**config.mk**
```make
export PLATFORM = sky130hd
export DESIGN_NAME = uart_rx_os
export DESIGN_NICKNAME = d
export VERILOG_FILES = /design/src/rtl/uart_pkg.sv /design/src/rtl/uart_rx_fifo.sv /design/src/rtl/uart_rx_os.sv
export SDC_FILE = /design/constraint.sdc
export NUM_CORES = 1
export LEC_CHECK = 0
export ABC_AREA = 1
export BUFFER_PORTS_ARGS = -buffer_cell sky130_fd_sc_hd__buf_2
export CORE_MARGIN = 4
export CORE_UTILIZATION = 37
export CTS_BUF_LIST = sky130_fd_sc_hd__clkbuf_2
export CTS_CLUSTER_SIZE = 24
export DETAILED_ROUTE_END_ITERATION = 8
export HOLD_SLACK_MARGIN = 0.1
export REMOVE_ABC_BUFFERS = 1
export SYNTH_ARGS = -nofsm -noshare
export SYNTH_HDL_FRONTEND = slang
export SYNTH_SLANG_ARGS = --single-unit
```
**constraint.sdc**
```tcl
create_clock -name clk -period 2.8 [get_ports clk]
set_input_delay 0.84 -clock clk [delete_from_list [all_inputs] [get_ports clk]]
set_output_delay 0.84 -clock clk [all_outputs]
set_load 0.02 [all_outputs]
```
**src/rtl/uart_pkg.sv**
```systemverilog
// Shared types and constants for the oversampling UART receiver.
package uart_pkg;

    // Receive FSM states; one bit period per sampled state.
    typedef enum logic [2:0] {
        ST_IDLE,
        ST_START,
        ST_DATA,
        ST_PARITY,
        ST_STOP1,
        ST_STOP2,
        ST_PUSH,
        ST_WAIT_IDLE
    } rx_state_t;

    // parity_mode bit positions.
    localparam int PAR_EN_BIT  = 1;
    localparam int PAR_ODD_BIT = 0;

    // parity_error_mode encodings (2 and 3 both store the word with its flag).
    localparam logic [1:0] PERR_IGNORE = 2'd0;
    localparam logic [1:0] PERR_DROP   = 2'd1;
    localparam logic [1:0] PERR_STORE  = 2'd2;

    // FIFO entry layout: {break, parity_err, frame_err, data[8:0]}.
    localparam int ENTRY_W = 12;

    typedef struct packed {
        logic       brk;
        logic       parity_err;
        logic       frame_err;
        logic [8:0] data;
    } rx_entry_t;

    // Requested word length folded into the supported 5..9 range.
    function automatic logic [3:0] clamp_data_bits(input logic [3:0] n);
        if (n < 4'd5) begin
            return 4'd5;
        end else if (n > 4'd9) begin
            return 4'd9;
        end
        return n;
    endfunction

endpackage

```
**src/rtl/uart_rx_fifo.sv**
```systemverilog
// Synchronous show-ahead FIFO: head entry is visible on dout whenever
// empty=0; a push while full is accepted when a pop happens in the same cycle.
module uart_rx_fifo #(
    parameter int WIDTH = 12,
    parameter int DEPTH = 8
) (
    input  logic             clk,
    input  logic             reset,
    input  logic             push,
    input  logic             pop,
    input  logic [WIDTH-1:0] din,
    output logic [WIDTH-1:0] dout,
    output logic             empty,
    output logic             full
);

    localparam int AW = $clog2(DEPTH);
    localparam logic [AW:0] FULL_CNT = (AW + 1)'(DEPTH);

    logic [WIDTH-1:0] mem [DEPTH];
    logic [AW-1:0]    wr_ptr;
    logic [AW-1:0]    rd_ptr;
    logic [AW:0]      count;
    logic             pop_ok;
    logic             push_ok;

    assign empty   = (count == '0);
    assign full    = (count == FULL_CNT);
    assign pop_ok  = pop && !empty;
    assign push_ok = push && (!full || pop_ok);
    assign dout    = mem[rd_ptr];

    // Pointer and occupancy bookkeeping; pointers wrap naturally (DEPTH is 2^n).
    // NOTE: sequential state uses non-blocking assignments so every flop samples
    // pre-edge values regardless of statement order.
    always_ff @(posedge clk) begin
        if (reset) begin
            wr_ptr <= '0;
            rd_ptr <= '0;
            count  <= '0;
        end else begin
            if (push_ok) begin
                wr_ptr <= wr_ptr + AW'(1);
            end
            if (pop_ok) begin
                rd_ptr <= rd_ptr + AW'(1);
            end
            unique case ({push_ok, pop_ok})
                2'b10:   count <= count + (AW + 1)'(1);
                2'b01:   count <= count - (AW + 1)'(1);
                default: count <= count;
            endcase
        end
    end

    // Storage write; on push-while-full-with-pop the slot being vacated is reused.
    // NOTE: the storage array is deliberately not reset; occupancy tracking
    // guarantees no stale entry is ever presented as valid.
    always_ff @(posedge clk) begin
        if (push_ok) begin
            mem[wr_ptr] <= din;
        end
    end

endmodule

```
**src/rtl/uart_rx_os.sv**
```systemverilog
// Oversampling UART receiver: 2-flop synchronizer, start-aligned tick
// generator, 3-sample majority vote per bit, runtime frame format, and a
// show-ahead FIFO holding each word with its framing/parity/break flags.
module uart_rx_os
    import uart_pkg::*;
#(
    parameter int CLK_DIV_WIDTH = 16,
    parameter int OS_RATE       = 16,
    parameter int FIFO_DEPTH    = 8
) (
    input  logic                     clk,
    input  logic                     reset,
    input  logic [CLK_DIV_WIDTH-1:0] clk_div,
    input  logic [3:0]               data_bits,
    input  logic [1:0]               parity_mode,
    input  logic [1:0]               parity_error_mode,
    input  logic                     stop_bits,
    input  logic                     rx,
    input  logic                     rd,
    output logic [8:0]               datao,
    output logic                     dvalid,
    output logic                     frame_err,
    output logic                     parity_err,
    output logic                     break_det,
    output logic                     overflow,
    input  logic                     overflow_clr,
    output logic                     busy
);

    localparam int OS_W = $clog2(OS_RATE);
    localparam logic [OS_W-1:0] SMP0    = OS_W'(OS_RATE / 2 - 1);
    localparam logic [OS_W-1:0] SMP1    = OS_W'(OS_RATE / 2);
    localparam logic [OS_W-1:0] SMP2    = OS_W'(OS_RATE / 2 + 1);
    localparam logic [OS_W-1:0] OS_LAST = OS_W'(OS_RATE - 1);

    // Synchronizer and edge detect.
    logic rx_m;
    logic rx_s;
    logic rx_s_d;
    logic start_det;

    // Tick generation and sampling.
    logic [CLK_DIV_WIDTH-1:0] div_cnt;
    logic [OS_W-1:0]          os_cnt;
    logic                     tick;
    logic                     smp0;
    logic                     smp1;
    logic                     sampling;
    logic                     bit_done;
    logic                     bit_val;

    // Frame state and per-frame configuration captured at start detect.
    rx_state_t  state;
    logic [3:0] cfg_bits;
    logic       cfg_par_en;
    logic       cfg_par_odd;
    logic [1:0] cfg_perr_mode;
    logic       cfg_stop2;
    logic [8:0] data_sr;
    logic [3:0] bit_idx;
    logic       par_rx;
    logic       all_zero;
    logic       frame_err_r;
    logic       brk_r;

    // Push path.
    logic       par_calc;
    logic       perr;
    logic       push_req;
    logic       ovf_set;
    rx_entry_t  push_entry;
    rx_entry_t  head;
    logic [ENTRY_W-1:0] fifo_dout;
    logic       fifo_empty;
    logic       fifo_full;

    // Two-stage synchronizer plus one delay stage for falling-edge detect;
    // flops reset to the idle-high line level so reset never fakes a start.
    always_ff @(posedge clk) begin
        if (reset) begin
            rx_m   <= 1'b1;
            rx_s   <= 1'b1;
            rx_s_d <= 1'b1;
        end else begin
            rx_m   <= rx;
            rx_s   <= rx_m;
            rx_s_d <= rx_s;
        end
    end

    assign start_det = (state == ST_IDLE) && rx_s_d && !rx_s;
    assign tick      = (div_cnt == clk_div);

    // Oversample tick generator; restarts on start detect so bit phase
    // is referenced to the falling edge of the start bit.
    always_ff @(posedge clk) begin
        if (reset || start_det) begin
            div_cnt <= '0;
            os_cnt  <= '0;
        end else if (tick) begin
            div_cnt <= '0;
            os_cnt  <= (os_cnt == OS_LAST) ? '0 : os_cnt + OS_W'(1);
        end else begin
            div_cnt <= div_cnt + CLK_DIV_WIDTH'(1);
        end
    end

    // Capture the first two of the three mid-bit samples; the third is live rx_s.
    always_ff @(posedge clk) begin
        if (reset) begin
            smp0 <= 1'b0;
            smp1 <= 1'b0;
        end else if (tick) begin
            if (os_cnt == SMP0) begin
                smp0 <= rx_s;
            end
            if (os_cnt == SMP1) begin
                smp1 <= rx_s;
            end
        end
    end

    assign sampling = (state == ST_START) || (state == ST_DATA) || (state == ST_PARITY)
                   || (state == ST_STOP1) || (state == ST_STOP2);
    assign bit_done = sampling && tick && (os_cnt == SMP2);
    assign bit_val  = (smp0 & smp1) | (smp0 & rx_s) | (smp1 & rx_s);

    // Receive FSM: walks the frame one majority decision per bit and
    // accumulates data and flags for the push cycle.
    always_ff @(posedge clk) begin
        if (reset) begin
            state         <= ST_IDLE;
            cfg_bits      <= 4'd5;
            cfg_par_en    <= 1'b0;
            cfg_par_odd   <= 1'b0;
            cfg_perr_mode <= PERR_IGNORE;
            cfg_stop2     <= 1'b0;
            data_sr       <= '0;
            bit_idx       <= '0;
            par_rx        <= 1'b0;
            all_zero      <= 1'b1;
            frame_err_r   <= 1'b0;
            brk_r         <= 1'b0;
        end else begin
            unique case (state)
                ST_IDLE: begin
                    if (start_det) begin
                        state         <= ST_START;
                        cfg_bits      <= clamp_data_bits(data_bits);
                        cfg_par_en    <= parity_mode[PAR_EN_BIT];
                        cfg_par_odd   <= parity_mode[PAR_ODD_BIT];
                        cfg_perr_mode <= parity_error_mode;
                        cfg_stop2     <= stop_bits;
                        data_sr       <= '0;
                        bit_idx       <= '0;
                        par_rx        <= 1'b0;
                        all_zero      <= 1'b1;
                        frame_err_r   <= 1'b0;
                        brk_r         <= 1'b0;
                    end
                end
                ST_START: begin
                    if (bit_done) begin
                        state <= bit_val ? ST_IDLE : ST_DATA;
                    end
                end
                ST_DATA: begin
                    if (bit_done) begin
                        data_sr[bit_idx] <= bit_val;
                        all_zero         <= all_zero & ~bit_val;
                        if (bit_idx == cfg_bits - 4'd1) begin
                            state <= cfg_par_en ? ST_PARITY : ST_STOP1;
                        end else begin
                            bit_idx <= bit_idx + 4'd1;
                        end
                    end
                end
                ST_PARITY: begin
                    if (bit_done) begin
                        par_rx   <= bit_val;
                        all_zero <= all_zero & ~bit_val;
                        state    <= ST_STOP1;
                    end
                end
                ST_STOP1: begin
                    if (bit_done) begin
                        frame_err_r <= ~bit_val;
                        brk_r       <= all_zero & ~bit_val;
                        state       <= cfg_stop2 ? ST_STOP2 : ST_PUSH;
                    end
                end
                ST_STOP2: begin
                    if (bit_done) begin
                        frame_err_r <= frame_err_r | ~bit_val;
                        state       <= ST_PUSH;
                    end
                end
                ST_PUSH: begin
                    state <= frame_err_r ? ST_WAIT_IDLE : ST_IDLE;
                end
                ST_WAIT_IDLE: begin
                    if (rx_s) begin
                        state <= ST_IDLE;
                    end
                end
                default: state <= ST_IDLE;
            endcase
        end
    end

    assign busy = (state != ST_IDLE);

    // Expected parity bit for the received data; upper unused data bits are 0.
    assign par_calc = (^data_sr) ^ cfg_par_odd;
    assign perr     = cfg_par_en && (cfg_perr_mode != PERR_IGNORE) && (par_rx != par_calc);
    assign push_req = (state == ST_PUSH) && !(perr && (cfg_perr_mode == PERR_DROP));
    assign ovf_set  = push_req && fifo_full && !rd;

    // Assemble the FIFO entry for the push cycle.
    // NOTE: every signal driven in always_comb gets a value on every path
    // (here unconditionally) so no latch is inferred.
    always_comb begin
        push_entry            = '0;
        push_entry.brk        = brk_r;
        push_entry.parity_err = perr;
        push_entry.frame_err  = frame_err_r;
        push_entry.data       = data_sr;
    end

    // Sticky overflow; a fresh overflow wins over a same-cycle clear.
    always_ff @(posedge clk) begin
        if (reset) begin
            overflow <= 1'b0;
        end else if (ovf_set) begin
            overflow <= 1'b1;
        end else if (overflow_clr) begin
            overflow <= 1'b0;
        end
    end

    uart_rx_fifo #(
        .WIDTH (ENTRY_W),
        .DEPTH (FIFO_DEPTH)
    ) u_fifo (
        .clk   (clk),
        .reset (reset),
        .push  (push_req),
        .pop   (rd),
        .din   (push_entry),
        .dout  (fifo_dout),
        .empty (fifo_empty),
        .full  (fifo_full)
    );

    // Head fields are gated so outputs read 0 while the FIFO is empty.
    assign head       = fifo_dout;
    assign dvalid     = !fifo_empty;
    assign datao      = dvalid ? head.data : '0;
    assign frame_err  = dvalid && head.frame_err;
    assign parity_err = dvalid && head.parity_err;
    assign break_det  = dvalid && head.brk;

endmodule

```
Word level (Yosys, flattened, before mapping)
Memories as Yosys holds them, arrays and structs flattened. A register that Yosys moved wholly into a read port is not among the register bits.
Index checks and enable logic that the tools add are counted.
{ "totals": {"ff_bits": 65, "ramBits": 96, "inputBits": 30, "output_inout_bits": 15, "word_cells": 174, "memories": 1} }
{ "classes": {"n_addsub": 8, "order_cmp": 4, "n_eq_ne": 28, "n_mux": 50, "n_bitwise": 9, "n_reduce_logical": 51} }
{ "memory_table": {"columns": ["memory", "words", "word_bits", "rd", "rd_clocked_by_memory_dff", "wr", "line_no", "text"], "rows": [
  ["u_fifo.mem", 8, 12, 1, 1, 1, "uart_rx_fifo.sv:20", "logic [WIDTH-1:0] mem [DEPTH];"]
]} }
{ "op_table": {"columns": ["operator", "count"], "rows": [
  ["$mux W3", 12],
  ["$mux W4", 7],
  ["$mux W9", 3],
  ["$pmux W3 S8", 1],
  ["$pmux W9 S2", 1],
  ["$add A16 B1 Y16 const B", 1],
  ["$eq A16 B16 Y1", 1],
  ["$eq A4 B4 Y1 const B", 4],
  ["$logic_and A1 B1 Y1", 16],
  ["$mux W1", 16],
  ["$ne A2 B2 Y1 const B", 8],
  ["$pmux W4 S2", 2],
  ["$reduce_bool A2 Y1", 7],
  ["$add A4 B1 Y4 const B", 3],
  ["$eq A3 B3 Y1 const B", 4],
  ["$reduce_and A3 Y1", 4],
  ["$bwmux W9", 1],
  ["$reduce_xor A9 Y1", 1],
  ["$reduce_and A4 Y1", 2],
  ["$reduce_and A8 Y1", 1],
  ["$sub A4 B1 Y4 const B", 2],
  ["$add A3 B1 Y3 const B", 2],
  ["$eq A3 B2 Y1 const B", 2],
  ["$logic_or A1 B1 Y1", 6],
  ["other kinds (25)", 43]
]} }

Logic depth before layout (Yosys ltp)
{ "depth": {"word_depth": 10, "ltp_mapped": 20, "mapped_depth_nobuf": 20} }

Modules after synthesis
Synthesis repeated with hierarchy kept, for this count alone.
{ "unflattened": {"cells_unflattened": 906, "hier_area_um2": 7863.8} }
{ "by_module_without_submodules": {"columns": ["module", "instances", "cells_each", "area_each_um2", "seq_area_each_um2"], "rows": [
  ["uart_rx_fifo", 1, 367, 4464.3, 3143.0],
  ["uart_rx_os", 1, 539, 3399.5, 1101.1]
]} }

Worst setup path after synthesis
Ideal clock, no wire load.
{ "synth_path": {"path_type": "input port to flip-flop", "start": "input port rd", "end": "register u_fifo.count[2]", "setup_ps": 115, "arrival_ps": 2380, "required_time_ps": 2685, "path_slack_ps": 304, "cell_stages": 12, "n_path_buf": 0, "cell_sequence": "nor4_1 -> inv_1 -> nand3_1 -> ha_1 -> nand2_1 -> inv_1 -> nor2_1 -> ha_1 -> a21oi_1 -> xor2_1 -> o21ai_0 -> inv_1"} }
{ "synth_via": {"elab_chain_len": 5, "word_cells_on_any_way": 7, "cone_classes": "eq/ne: 2; mux: 1; reduce/logical: 4"} }
{ "synth_lines": {"columns": ["element", "line_no", "text"], "rows": [
  ["start: declaration", "uart_rx_os.sv:19", "input logic rd,"],
  ["$logic_and A1 B1 Y1 *", "uart_rx_fifo.sv:29", "assign pop_ok = pop && !empty;"],
  ["$logic_or A1 B1 Y1", "uart_rx_fifo.sv:30", "assign push_ok = push && (!full || pop_ok);"],
  ["$logic_and A1 B1 Y1", "uart_rx_fifo.sv:30", null],
  ["$eq A2 B1 Y1 / $eq A2 B2 Y1 (equally long branches)", "uart_rx_fifo.sv:48", "unique case ({push_ok, pop_ok})"],
  ["$pmux W4 S2 / $reduce_bool A2 Y1 (equally long branches)", null, null],
  ["end signal: assignment", "uart_rx_fifo.sv:49", "2'b10: count <= count + (AW + 1)'(1);"],
  ["end signal: assignment", "uart_rx_fifo.sv:50", "2'b01: count <= count - (AW + 1)'(1);"],
  ["end signal: assignment", "uart_rx_fifo.sv:51", "default: count <= count;"],
  ["end: declaration", "uart_rx_fifo.sv:23", "logic [AW:0] count;"]
]} }
Every way passes the cells marked *; elsewhere a longest branch is shown, timed or not.
A chain may end at the register's enable or synchronous reset.

==> results.md <==
- Status: finished, violations left
- Violated checks: negative setup slack
- Reg power frac: 0.395
- First-pass GRT wire length: 27,500 um
- Fin util: 0.448
- Setup slack after layout: -0.193 ns
- Buf/Inv on CP: 4
- Cts bufs inserted: 17
- Area growth from synthesis to layout: 18.8%
- FF-to-FF path depth: 20
- Setup crit start kind: flop
- CP max FO: 8
- Hold Buf Count CTS: 0
- Final TNS setup: -1.83 ns
- Gate Count Post-Synth: 880
- Core Area: 0.0202 mm2
- Row cnt: 52
- Via count: 6,042
- Gr usage total: 0.152
- Vias per inst: 4.83
- WP data arrival: 2.15 ns
- TritonCTS clock tree: done
- CP Class: reg -> out
- Sw frac: 0.399
- Mean Syn Cell Area: 8.67 um2
- Number of stages on the worst setup path: 8
- Top-area cell type share of the netlist area: 0.378
- Final min period: 2.99 ns
- Die span in x: 152 um
- I/O Pins: 45
- Commonest non-fill, non-tap cell in the layout: nand2_1
- Fillers: 1,937
- CP top delay family: buffers and inverters
- TritonRoute pass-1 iters: 4
- Slew Limit Fails: 0
- Synthesized area: 0.00763 mm2
- DRT iter0 DRCs: 403
- Slowest-stage cell, CP: dfxtp_4
- Routability Congestion: 0.843
- HPWL after DPL: 10,700 um
- Worst-Skew Late Latency: 0.74 ns
- Flops & latches, synth: 164
- Final net count: 1,011
- Slew Limit Headroom: 0.684
- Period utilisation layout: 1.07
- Drt drc: 0
- P per Cell Area: 803 mW/mm2
- Lkg Pwr: 3.56 nW
- RSZ-0062 raised after global routing: yes
- Routed length per instance: 13.7 um
- Critical path, cell by cell: clkinvlp_4, buf_12, buf_8, o21ai_2, o22ai_1, o21ai_1, a31oi_1, buf_4
- Clk Tree Root Cell: clkbuf_2
- Antenna violations before repair: 1
- Maximum vdd drop: 0.329 mV
- Comb pwr share: 0.420
- Hold Path Class: in -> reg
- Fraction of layout cells with a size suffix above 1: 0.183
- Most area-hungry cell type in the Yosys netlist: edfxtp_1
- Cell variety after synth: 36
- Seq/Total Area, Yosys: 0.556
- Max Freq: 0.334 GHz
- Clock buffer depth: 2
- Commonest non-fill, non-tap cells in the layout: nand2_1, nor2_1, edfxtp_1
- Starting density of the core: 0.377
- Vias in the first global route: 5,696
- Routed WL: 17,200 um
- Largest net degree at the start of global routing: 25
- Slew of the pin with the lowest slew margin: 0.474 ns
- Setup crit end kind: output port
- Final Hold Fails: 0
- Total internal power: 0.00437 W
- Placed instance count: 1,197
- Setup violators final: 12
- Die H: 152 um
- Clk network pwr share: 0.185
- H-tree Lvls: 4
- Full die area: 0.0230 mm2
- Yosys warns: 0
- Largest cells by area after synthesis: edfxtp_1, dfxtp_1, nand2_1, nor2_1, o21ai_0
- Port buffer count: 44
- Fin cells: 1,251
- Total gr overflow: 0
- Critical Path Max Stage Delay: 0.44 ns
- Worst slack, placed: 0.152 ns
- CTS sink count: 164
- Worst Skew: 0.0504 ns
- Crit path required time: 1.96 ns
- Hold Crit Depth: 2
- Clock transition at path regs: 0.27 ns
- DRT antenna net count: 0
- Worst Hold Margin: 0.276 ns
- Net load switching power: 0.00291 W
- Max Cap Violations: 0
registers in the layout (all words and copies together), names as in the netlist, 2 cells and up, named ones only:
name,count
u_fifo.count,4
div_cnt,16
os_cnt,4
cfg_perr_mode,2
data_sr,9
bit_idx,4
u_fifo.mem,96
u_fifo.rd_ptr,3
cfg_bits,4
u_fifo.wr_ptr,3
state,3
power groups by stage:
stage	Sequential, W	Combinational (W)	Clock (W)
global placement	0.00288	0.00232	0
CTS	0.00286	0.00264	0.00139
finish	0.00287	0.00306	0.00135
global route	0.00289	0.00338	0.00149
detailed placement	0.00288	0.00234	0
floorplan	0.00290	0.00155	0
cell families after synthesis:
family	Yosys count	synth area share
AND/OR/NAND/NOR	393	0.214
AO/OA/AOI/OAI	169	0.121
flip-flops	164	0.556
buffers and inverters	116	0.0589
XOR/XNOR	24	0.0275
adder cells (fa/ha/maj)	14	0.0230
synthesized netlist by cell type:
library cell,number
clkbuf_1,22
nor2_1,149
nand4_1,4
nand2_1,167
o31ai_1,2
a21oi_1,44
a21boi_0,1
nor3b_1,2
o21a_1,1
edfxtp_1,96
inv_1,81
buf_1,1
inv_2,6
buf_2,5
nand3_2,1
xnor2_1,6
a41oi_1,1
nor3_1,13
xor2_1,18
a21boi_2,1
a31oi_1,13
nor4_1,1
a211oi_1,1
ha_1,14
o22ai_1,14
nand3_1,44
o21ai_0,87
nor2_4,2
dfxtp_1,68
nand3_4,1
o21ai_4,1
nor2_2,5
buf_6,1
nor4_2,1
or2_2,3
o211ai_1,3
per-stage QoR:
step	total power [W]	cell area, um2
2_1_floorplan	0.00445	7510
3_3_place_gp	0.00520	8330
3_5_place_dp	0.00523	8330
4_1_cts	0.00690	8770
5_1_grt	0.00776	9070
6_report	0.00728	9070
final cells by class:
| cell class | instances | area (um2) | share of cell area |
|---|---|---|---|
| clock buffers | 17 | 85.1 | 0.00938 |
| well taps | 270 | 338 | 0.0373 |
| flip-flops and latches | 164 | 4270 | 0.471 |
| clock inverters | 15 | 175 | 0.0193 |
| repair buffers | 97 | 835 | 0.0921 |
| diodes | 1 | 2.50 | 0.000276 |
| inverters | 87 | 338 | 0.0373 |
| multi-input cells | 600 | 3030 | 0.334 |
what timing repair did:
action / CTS / global route
gates cloned: 3 / 2
pin swaps: 2 / 26
setup endpoints to repair: 14 / 16
buffers inserted: 3 / 13
endpoints found under the hold margin: 0 / 0
gates resized for setup: 33 / 63
metal layers:
metal,GRT usage,part of all wire,up-vias
met5,0,0,-
met4,0.0422,0.0089,0
met3,0.0303,0.033,12
met2,0.266,0.49,97
met1,0.192,0.47,2806
li1,-,-,3127
worst paths after layout:
check,startpoint,endpoint,slack [ns]
worst max-delay path,flop,datao[6],-0.19
worst min-delay path,rx,rx_m$_SDFF_PP1_,0.28
worst max register to register,data_sr[3]$_SDFFE_PP0P_,u_fifo.count[3]$_SDFFE_PP0P_,0.22
worst min register to register,rx_m$_SDFF_PP1_,rx_s$_SDFF_PP1_,0.45
No activity file was read; power rests on OpenSTA's default activity.
